[src/rtl/aes_round_sequencer.sv]
// Iterative AES round controller: one block in flight, NUM_ROUNDS rounds per block.
// Define AES_SEQ_TIMEOUT_EN to enable the sticky per-round WAIT watchdog (timeout_err).
`timescale 1ns/1ps
module aes_round_sequencer #(
  parameter int NUM_ROUNDS    = 10,
  parameter int ROUND_LATENCY = 1,
  parameter int ROUND_TIMEOUT = 8
) (
  input  logic       clk,
  input  logic       reset,
  input  logic       in_valid,
  output logic       in_ready,
  input  logic       key_ready,
  output logic       dp_load,
  output logic       dp_round_start,
  output logic       dp_final_round,
  input  logic       dp_round_done,
  output logic [3:0] round_key_idx,
  output logic       out_valid,
  input  logic       out_ready,
  output logic       busy,
  output logic       timeout_err
);

  localparam logic [1:0] S_IDLE  = 2'd0;
  localparam logic [1:0] S_ISSUE = 2'd1;
  localparam logic [1:0] S_WAIT  = 2'd2;
  localparam logic [1:0] S_DONE  = 2'd3;

  localparam logic [3:0] LAST_ROUND = 4'(NUM_ROUNDS);

  generate
    if (NUM_ROUNDS != 10 && NUM_ROUNDS != 12 && NUM_ROUNDS != 14) begin : g_bad_rounds
      $fatal(1, "aes_round_sequencer: NUM_ROUNDS must be 10, 12 or 14");
    end
    if (ROUND_LATENCY < 1) begin : g_bad_latency
      $fatal(1, "aes_round_sequencer: ROUND_LATENCY must be >= 1");
    end
    if (ROUND_TIMEOUT < 1) begin : g_bad_timeout
      $fatal(1, "aes_round_sequencer: ROUND_TIMEOUT must be >= 1");
    end
  endgenerate

  logic [1:0] r_state;
  logic [1:0] w_state_nxt;
  logic [3:0] r_round_cnt;
  logic [3:0] w_round_cnt_nxt;
  logic       r_armed;
  logic       w_accept;
  logic       w_last_round;
  logic       w_timeout;

  // r_armed keeps in_ready low until the first clock edge after reset releases.
  always_ff @(posedge clk or posedge reset) begin
    if (reset) begin
      r_armed <= 1'b0;
    end else begin
      r_armed <= 1'b1;
    end
  end

  assign w_last_round   = (r_round_cnt == LAST_ROUND);
  assign in_ready       = r_armed & (r_state == S_IDLE) & key_ready;
  assign w_accept       = in_valid & in_ready;
  assign dp_load        = w_accept;
  assign dp_round_start = (r_state == S_ISSUE);
  assign dp_final_round = (r_state == S_ISSUE) & w_last_round;
  assign round_key_idx  = ((r_state == S_ISSUE) || (r_state == S_WAIT)) ? r_round_cnt : 4'd0;
  assign out_valid      = (r_state == S_DONE);
  assign busy           = (r_state != S_IDLE);

`ifdef AES_SEQ_TIMEOUT_EN
  localparam int TMO_W = $clog2(ROUND_TIMEOUT + 1);

  logic [TMO_W-1:0] r_wait_cnt;
  logic             r_timeout_err;

  assign w_timeout = (r_state == S_WAIT) & ~dp_round_done &
                     (r_wait_cnt == TMO_W'(ROUND_TIMEOUT - 1));

  // Counter sits at zero outside WAIT so it restarts on every WAIT entry.
  always_ff @(posedge clk or posedge reset) begin
    if (reset) begin
      r_wait_cnt    <= '0;
      r_timeout_err <= 1'b0;
    end else begin
      if (r_state != S_WAIT) begin
        r_wait_cnt <= '0;
      end else begin
        r_wait_cnt <= r_wait_cnt + TMO_W'(1);
      end
      if (w_timeout) begin
        r_timeout_err <= 1'b1;
      end
    end
  end

  assign timeout_err = r_timeout_err;
`else
  assign w_timeout   = 1'b0;
  assign timeout_err = 1'b0;
`endif

  // dp_round_done only matters in WAIT; ISSUE ignores a same-cycle done.
  always_comb begin
    w_state_nxt     = r_state;
    w_round_cnt_nxt = r_round_cnt;
    case (r_state)
      S_IDLE: begin
        if (w_accept) begin
          w_state_nxt     = S_ISSUE;
          w_round_cnt_nxt = 4'd1;
        end
      end
      S_ISSUE: begin
        w_state_nxt = S_WAIT;
      end
      S_WAIT: begin
        if (dp_round_done) begin
          if (w_last_round) begin
            w_state_nxt = S_DONE;
          end else begin
            w_state_nxt     = S_ISSUE;
            w_round_cnt_nxt = r_round_cnt + 4'd1;
          end
        end else if (w_timeout) begin
          w_state_nxt     = S_IDLE;
          w_round_cnt_nxt = 4'd0;
        end
      end
      S_DONE: begin
        if (out_ready) begin
          w_state_nxt     = S_IDLE;
          w_round_cnt_nxt = 4'd0;
        end
      end
      default: begin
        w_state_nxt     = S_IDLE;
        w_round_cnt_nxt = 4'd0;
      end
    endcase
  end

  always_ff @(posedge clk or posedge reset) begin
    if (reset) begin
      r_state     <= S_IDLE;
      r_round_cnt <= 4'd0;
    end else begin
      r_state     <= w_state_nxt;
      r_round_cnt <= w_round_cnt_nxt;
    end
  end

endmodule

[config.mk]
export PLATFORM = sky130hd
export DESIGN_NAME = aes_round_sequencer
export DESIGN_NICKNAME = d
export VERILOG_FILES = /design/src/rtl/aes_round_sequencer.sv
export SDC_FILE = /design/constraint.sdc
export NUM_CORES = 1
export LEC_CHECK = 0
export CORE_AREA = 2 2 39 41
export CTS_CLUSTER_SIZE = 16
export DETAILED_ROUTE_END_ITERATION = 7
export DIE_AREA = 0 0 41 43
export GPL_ROUTABILITY_DRIVEN = 0
export PLACE_DENSITY = 0.69
export SLEW_MARGIN = 30
export SYNTH_ARGS = -nofsm -noshare
export SYNTH_HDL_FRONTEND = slang
export SYNTH_SLANG_ARGS = --single-unit
[constraint.sdc]
create_clock -name clk -period 5.8 [get_ports clk]
set_input_delay 0.87 -clock clk [delete_from_list [all_inputs] [get_ports clk]]
set_output_delay 0.87 -clock clk [all_outputs]
set_load 0.03 [all_outputs]
==> reports/results.txt, run 1 <==
CTS clock-pin slew for the worst setup and hold paths: 0.06 ns
Startpoint types: input port
Worst path buffer plus inverter count: 2
Netlist Area Pre-Place: 507 µm²
Worst-path cell with the longest stage delay: clkdlybuf4s50_1
Synth Instances: 52
Met1 Use GR: 16.3%
Resized cells post-CTS: 0
Register area: 175 µm²
Vias in the first global route: 363
Cells after DPL: 82
Core Region: 0.00138 mm²
Final max-slew violation count: 0
Synth area leader: dfrtp_1
Vias per cell: 4.55
# DRC: 0
Area growth syn-to-layout: 37.3%
CP cell instances: clkdlybuf4s50_1, and3_1, and2_1, clkdlybuf4s50_1
Layout cells sized above 1: 10.0%
CP arrival: 2.29 ns
Die Span Y: 43 µm
Number of max-cap violations: 0
Initial DRT Pass Iterations: 4
Worst skew pair latency: 0.25 ns
Total setup buffers inserted after CTS: 0
Clock buffer count from CTS: 3
Non-Filler Instances: 86
Final ANT Viol Nets: 0
Filler cell count in the final layout: 143
Fin crit period: 3.16 ns
CTS Sinks: 7
Netlist cell types: 22
Ant diodes: 0
Hold-fix buffers, CTS: 0
CP endpoint kind: output pin
Synth top area share: 34.6%
Multi-input gate area: 290 µm²
Delay-heaviest family, CP: buffers and inverters
Pwr Density: 511 mW/mm²
Status: complete, no violations
GR peak layer: met2
DRC violation total after the first TritonRoute iteration: 10
CP dominant cell by count: clkdlybuf4s50_1
Largest fanout on the critical path: 2
Fin nets: 84
Die Footprint: 0.00176 mm²
Tcrit/Tclk final: 54.5%
Met3 Use GR: 1.57%
Slew @ Worst Pin: 0.676 ns
RSZ-0062 raised after global routing: no
Dpl hpwl: 741 µm
Worst hold-check path type: reg -> reg
Worst path max stage delay: 0.66 ns
#FFs+latches synth: 7
Input/output buffers: 15
Top post-synthesis cells by area: dfrtp_1, ha_1, inv_1, and2_1, mux2i_1
Synthesized area per cell: 9.74 µm²
Slew margin rel.: 54.9%
Total Routing Usage GR: 13.4%
Routed Wire Length: 964 µm
Row cnt: 14
Pin count of the biggest net entering global routing: 8
Vias: 391
WL per Instance: 11.2 µm
Die Span X: 41 µm
CTS tree: yes
Synthesized Nets: 65
Max Clock Skew: 0.00524 ns
Worst-case clock buffer depth: 2
Max Fclk: 0.317 GHz
IR drop worst, VDD: 0.240 mV
IO Count: 17
Global-route wire length before repair: 1490 µm
Post-route setup TNS: 0 ns
Critical Path RT: 4.93 ns
Register area share after synthesis: 34.6%
Setup violations, final: 0
H-tree Lvls: 1
Clock Tree Root: clkbuf_4
Static leakage: 0.345 nW
CP Class: in -> out
Initial antenna violation count: 0
Synth warnings: 0
Remaining Overflow, GRT: 0
Final Hold Fails: 0
GR met2 Demand/Resource: 19.4%
Initial Util: 36.6%
[stage by stage]
step                total power [mW]  setup WS, ns  utilization, %  hold WS [ns]  cell area (µm²)
floorplan                      0.242          3.37               -         0.500              507
global placement               0.309          2.66            48.4         0.532              669
detailed placement             0.313          2.64            48.4         0.549              669
CTS                            0.360          2.64            50.3         0.556              696
global route                   0.385          2.57            50.3         0.593              696
finish                         0.355          2.64            50.3         0.557              696
[cell families (layout without fill, tap and decap cells)]
| family | count (synthesis) | after routing | share of synthesized area, % |
|---|---|---|---|
| AO/OA/AOI/OAI | 5 | 5 | 6.17 |
| XOR/XNOR | 2 | 2 | 3.46 |
| adder cells (fa/ha/maj) | 7 | 7 | 17.3 |
| buffers and inverters | 10 | 28 | 8.15 |
| flip-flops | 7 | 7 | 34.6 |
| multiplexers | 5 | 5 | 11.1 |
| other | 2 | 2 | 1.48 |
| AND/OR/NAND/NOR | 14 | 14 | 17.8 |
[area by class of cell]
cell class	instances	area share (%)
Multi-Input combinational cell	35	41.7
Clock buffer	4	3.78
Sequential cell	7	25.2
Timing Repair Buffer	15	21.6
Inverter	9	4.86
Tap cell	16	2.88
[path summary, 6_finish.rpt]
| check | start | end | slack [ns] | cells past startpoint |
|---|---|---|---|---|
| hold reg to reg | r_state[1]$_DFFE_PP0P_ | r_state[1]$_DFFE_PP0P_ | 0.56 | 1 |
| hold / removal | r_state[1]$_DFFE_PP0P_ | r_state[1]$_DFFE_PP0P_ | 0.56 | 1 |
| setup reg to reg | r_state[0]$_DFFE_PP0P_ | r_round_cnt[1]$_DFFE_PP0P_ | 3.61 | 5 |
| min in group asynchronous | reset | r_state[0]$_DFFE_PP0P_ | 0.85 | 2 |
| max in group asynchronous | reset | r_round_cnt[1]$_DFFE_PP0P_ | 4.73 | 2 |
| setup / recovery | key_ready | dp_load | 2.64 | 4 |
[cell usage after synthesis, drive strengths merged]
cell type and instances:
mux2i 3, dfrtp 7, xor2 1, inv 9
mux2 2, and4 1, a31oi 1, o21ai 2
nand2 2, and2 5, buf 1, ha 7
and3 1, xnor2 1, a21oi 1, nand4 1
nor2b 1, a222oi 1, nand3b 1, nand3 2
conb 2
[sequential cells by signal, summed over array words and instances (netlist names)]
name	flops
r_state	2
r_round_cnt	4
r_armed	1
[power by group]
group          switching, mW  internal, mW
sequential            0.0181        0.0652
combinational          0.124         0.103
clock                 0.0194        0.0264
[routing by layer]
layer  wire length, µm  vias up
met2               443       11
met5                 0        -
met1               454      173
met3                55        2
met4                11        0
li1                  -      205
[cell usage in the layout, fill, tap and decap left out, drive strengths merged]
cell type       n
a21oi           1
a222oi          1
a31oi           1
and2            5
and3            1
and4            1
clkbuf          4
clkdlybuf4s50  15
conb            2
dfrtp           7
ha              7
inv             9
mux2            2
mux2i           3
nand2           2
nand3           2
nand3b          1
nand4           1
nor2b           1
o21ai           2
xnor2           1
xor2            1
Power figures use the tool's default switching activity.
==> run 2, diff against run 1 <==
Clock period 5.8 ns to 3.1 ns, I/O delays scaled along.
==> reports/results.txt, run 2 (synthesized netlist as in run 1, its figures left out) <==
Tcrit/Tclk final: 77.8%
Largest fanout on the critical path: 5 (+3)
H-tree Lvls: 1 (unchanged)
Vias: 403 (+3.1%)
CTS Sinks: 7 (unchanged)
CP arrival: 1.95 ns (-0.34 ns)
Setup violations, final: 0 (unchanged)
CTS clock-pin slew for the worst setup and hold paths: 0.05 ns (about the same)
Critical Path RT: 2.63 ns (-2.30 ns)
WL per Instance: 10.5 µm (-6.0%)
Global-route wire length before repair: 1520 µm (+1.9%)
Initial Util: 36.6% (unchanged)
Vias in the first global route: 369 (+1.7%)
Die Footprint: 0.00176 mm² (unchanged)
Fin nets: 84 (unchanged)
Fin crit period: 2.41 ns
Routed Wire Length: 906 µm (-6.0%)
Vias per cell: 4.69 (+3.1%)
Layout cells sized above 1: 10.0% (unchanged)
Total setup buffers inserted after CTS: 0 (unchanged)
Largest registers: r_round_cnt x4, r_state x2, r_armed x1
Most common library cell in the layout ignoring fill and taps: clkdlybuf4s50_1
Pwr Density: 949 mW/mm² (+86%)
R2R Setup Slk: 0.94 ns (-2.67 ns)
Static leakage: 0.345 nW (unchanged)
Final ANT Viol Nets: 0 (unchanged)
Final Core Density: 50.3% (unchanged)
Filler cell count in the final layout: 135 (-5.6%)
Worst skew pair latency: 0.25 ns (about the same)
DRC violation total after the first TritonRoute iteration: 5 (-5)
Multi-input gate area: 290 µm² (unchanged)
Max reg flops: 4 (unchanged)
Input/output buffers: 15 (unchanged)
CP endpoint kind: output pin
Core Region: 0.00138 mm² (unchanged)
Clock buffer count from CTS: 3 (unchanged)
Slew margin rel.: 57.0% (+2.1 points)
CP Class: reg -> out
Reg2reg path depth: 5 (unchanged)
IO Count: 17 (unchanged)
Remaining Overflow, GRT: 0 (unchanged)
Final max-slew violation count: 0 (unchanged)
Ant diodes: 0 (unchanged)
Register area: 175 µm² (unchanged)
Clock Tree Root: clkbuf_4
Post-route setup TNS: 0 ns (unchanged)
Total Routing Usage GR: 13.3% (-0.11 points)
Reg2Reg Capture Point: r_round_cnt[1]$_DFFE_PP0P_
Number of max-cap violations: 0 (unchanged)
Resized cells post-CTS: 0 (unchanged)
Initial antenna violation count: 0 (unchanged)
Worst hold-check path type: in -> async
Max Clock Skew: 0.00418 ns (-0.00106 ns)
Worst-case clock buffer depth: 2 (unchanged)
Worst r2r src: r_state[0]$_DFFE_PP0P_
RSZ-0062 raised after global routing: no
Startpoint types: flop
Die Span X: 41 µm (unchanged)
Max Fclk: 0.415 GHz
Area growth syn-to-layout: 37.3% (unchanged)
Reg with most FFs: r_round_cnt
Slew @ Worst Pin: 0.645 ns (-0.0312 ns)
Status: complete, no violations
Hold-fix buffers, CTS: 0 (unchanged)
# DRC: 0 (unchanged)
Initial DRT Pass Iterations: 4 (unchanged)
Final Hold Fails: 0 (unchanged)
Dpl hpwl: 728 µm (-1.7%)
Commonest non-fill, non-tap cells in the layout: clkdlybuf4s50_1, inv_1, ha_1, dfrtp_1, and2_1
IR drop worst, VDD: 0.373 mV (+55%)
CTS tree: yes
Pin count of the biggest net entering global routing: 8 (unchanged)
Row cnt: 14 (unchanged)
Die Span Y: 43 µm (unchanged)
[run 2: cell counts in the layout (fill, tap and decap cells not counted)]
No cell type changed its count.
[run 2: how the worst max path moves through the flow]
stage / from / to / depth (start not counted)
after global placement: out_ready / r_round_cnt[1]$_DFFE_PP0P_ / 5
final: r_state[1]$_DFFE_PP0P_ / dp_load / 5
after CTS: r_state[1]$_DFFE_PP0P_ / dp_load / 5
after global routing: r_state[1]$_DFFE_PP0P_ / dp_load / 5
after detailed placement: key_ready / dp_load / 4
after floorplan: r_state[0]$_DFFE_PP0P_ / r_round_cnt[1]$_DFFE_PP0P_ / 4
[run 2: area by class of cell]
cell class / count / area share [%]
inverter: 9 / 4.86
tap: 16 / 2.88
clock buffer: 4 / 3.78
multi-input combinational: 35 / 41.7
timing repair buffer: 15 / 21.6
sequential: 7 / 25.2
[run 2: power breakdown]
group | leakage [nW] | switching (mW) | internal (mW)
Sequential | 0.0875 | 0.0351 | 0.122
Combinational | 0.243 | 0.229 | 0.192
Clock | 0.0150 | 0.0332 | 0.0491
Total | 0.345 | 0.297 | 0.363
[run 2: stage by stage]
step / power (mW) / setup slack [ns] / hold WS [ns] / cell area (µm²) / std cells
finish: 0.660 / 0.688 / 0.450 / 696 / 86
global route: 0.722 / 0.525 / 0.476 / 696 / 86
CTS: 0.672 / 0.659 / 0.442 / 696 / 86
detailed placement: 0.585 / 0.750 / 0.540 / 669 / 82
global placement: 0.578 / 0.760 / 0.533 / 669 / 82
floorplan: 0.453 / 1.12 / 0.268 / 507 / 52
[run 2: critical path, cell delays in order, from the launching register on]
cell and delay, ns:
dfrtp_1 0.42, inv_1 0.12, ha_1 0.20, and3_1 0.17, and2_1 0.12, clkdlybuf4s50_1 0.66
[run 2: per-layer routing]
layer	vias up	GRT usage (%)	share of wire [%]
li1	210	-	-
met1	182	15.9	46
met2	11	19.4	47
met3	0	6.28	6.6
met4	0	6.00	0
met5	-	0	0
==> run 3, diff against run 2 <==
Clock period 3.1 ns to 2.4 ns, I/O delays scaled along.
==> reports/results.txt, run 3 (synthesized netlist as in run 1, its figures left out) <==
Clock buffer count from CTS: 3 (unchanged)
Layout cells sized above 1: 11.3% (+1.3 points)
Status: complete, no violations
Commonest non-fill, non-tap cells in the layout: clkdlybuf4s50_1, inv_1, ha_1, dfrtp_1, and2_1
Row cnt: 14 (unchanged)
R2R Setup Slk: 0.48 ns (-0.46 ns)
# DRC: 0 (unchanged)
Vias: 393 (-2.5%)
CTS Sinks: 7 (unchanged)
Initial DRT Pass Iterations: 4 (unchanged)
Setup violations, final: 0 (unchanged)
Worst skew pair latency: 0.25 ns (about the same)
Area growth syn-to-layout: 39.3%
Tcrit/Tclk final: 92.3%
Critical Path RT: 2.04 ns (-0.59 ns)
Reg with most FFs: r_round_cnt
Cells after DPL: 83 (+1.2%)
CP Class: reg -> out
Static leakage: 0.368 nW (+6.6%)
Max reg flops: 4 (unchanged)
Die Span Y: 43 µm (unchanged)
Input/output buffers: 15 (unchanged)
Worst-case clock buffer depth: 2 (unchanged)
Clock Tree Root: clkbuf_4
Power after layout: 0.870 mW (+32%)
Total Routing Usage GR: 12.4% (-0.90 points)
Max Fclk: 0.451 GHz
Final Hold Fails: 0 (unchanged)
CTS tree: yes
Dpl hpwl: 729 µm (+0.18%)
Number of max-cap violations: 0 (unchanged)
H-tree Lvls: 1 (unchanged)
Reg2reg path depth: 6 (+1)
Pwr Density: 1230 mW/mm² (+30%)
Core Region: 0.00138 mm² (unchanged)
Filler cell count in the final layout: 127 (-5.9%)
Ant diodes: 0 (unchanged)
Largest fanout on the critical path: 5 (unchanged)
Largest registers: r_round_cnt x4, r_state x2, r_armed x1
Fin crit period: 2.22 ns
Met3 Use GR: 6.28% (unchanged)
Vias per cell: 4.52 (-3.6%)
Routed Wire Length: 897 µm (-0.99%)
Initial Util: 36.6% (unchanged)
Die Footprint: 0.00176 mm² (unchanged)
Fin nets: 85 (+1.2%)
Worst hold-check path type: in -> async
Remaining Overflow, GRT: 0 (unchanged)
Global-route wire length before repair: 1490 µm (-1.8%)
Reg2Reg Capture Point: r_round_cnt[1]$_DFFE_PP0P_
Most common library cell in the layout ignoring fill and taps: clkdlybuf4s50_1
GR peak layer: met2
CTS clock-pin slew for the worst setup and hold paths: 0.05 ns (about the same)
GR met2 Demand/Resource: 18.4% (-0.94 points)
Initial antenna violation count: 0 (unchanged)
Post-route setup TNS: 0 ns (unchanged)
Final ANT Viol Nets: 0 (unchanged)
RSZ-0062 raised after global routing: no
Vias in the first global route: 361 (-2.2%)
IR drop worst, VDD: 0.574 mV (+54%)
Worst r2r src: r_state[0]$_DFFE_PP0P_
Startpoint types: flop
CP arrival: 1.86 ns (-0.09 ns)
Max Clock Skew: 0.00364 ns (-0.000543 ns)
Non-Filler Instances: 87 (+1.2%)
Met1 Use GR: 15.9% (+0.053 points)
IO Count: 17 (unchanged)
Worst Setup SP: r_state[1]$_DFFE_PP0P_
Die Span X: 41 µm (unchanged)
DRC violation total after the first TritonRoute iteration: 3 (-2)
Pin count of the biggest net entering global routing: 8 (unchanged)
CP endpoint kind: output pin
WL per Instance: 10.3 µm (-2.1%)
Final max-slew violation count: 0 (unchanged)
## run 3: layer usage
layer / vias to the layer above / wire length [µm]
li1: 204 / -
met1: 176 / 401
met2: 13 / 420
met3: 0 / 75
met4: 0 / 0
met5: - / 0
## run 3: worst max-delay path by stage
stage	endpoint	slack, ns	depth (start not counted)
2_1_floorplan	r_round_cnt[1]$_DFFE_PP0P_	0.42	4
3_3_place_gp	dp_load	0.27	4
3_5_place_dp	dp_load	0.26	4
4_1_cts	dp_load	0.08	5
5_1_grt	round_key_idx[1]	0.07	4
6_report	round_key_idx[1]	0.18	4
## run 3: critical path, cell delays in order, from the launching register on
cell,delay (ns)
dfrtp_1,0.40
inv_1,0.10
ha_1,0.31
and2_1,0.13
clkdlybuf4s50_1,0.66
## run 3: repair_timing
| item | in CTS | in global routing |
|---|---|---|
| hold buffers | 0 | 0 |
| endpoints found under the setup margin | 0 | 1 |
| gates resized for setup | 0 | 1 |
| buffers inserted | 0 | 0 |
## run 3: stage by stage
step	instance area, µm²	worst slack, ns	util (%)	hold slack (ns)
floorplan	507	0.416	-	0.163
global placement	677	0.272	48.9	0.543
detailed placement	677	0.263	48.9	0.543
CTS	703	0.0821	50.8	0.345
global route	706	0.0672	51.0	0.372
finish	706	0.185	51.0	0.332
## run 3: where the power goes
group	switching (mW)	total [mW]	internal, mW
Sequential	0.0435	0.201	0.158
Combinational	0.301	0.563	0.262
Clock	0.0428	0.106	0.0634
## run 3: cell type report
class,count,area [µm²],area share (%)
clock buffer,4,26.3,3.72
sequential,7,175,24.8
multi-input combinational,35,290,41.1
inverter,9,33.8,4.79
tap,16,20.0,2.84
timing repair buffer,16,160,22.7
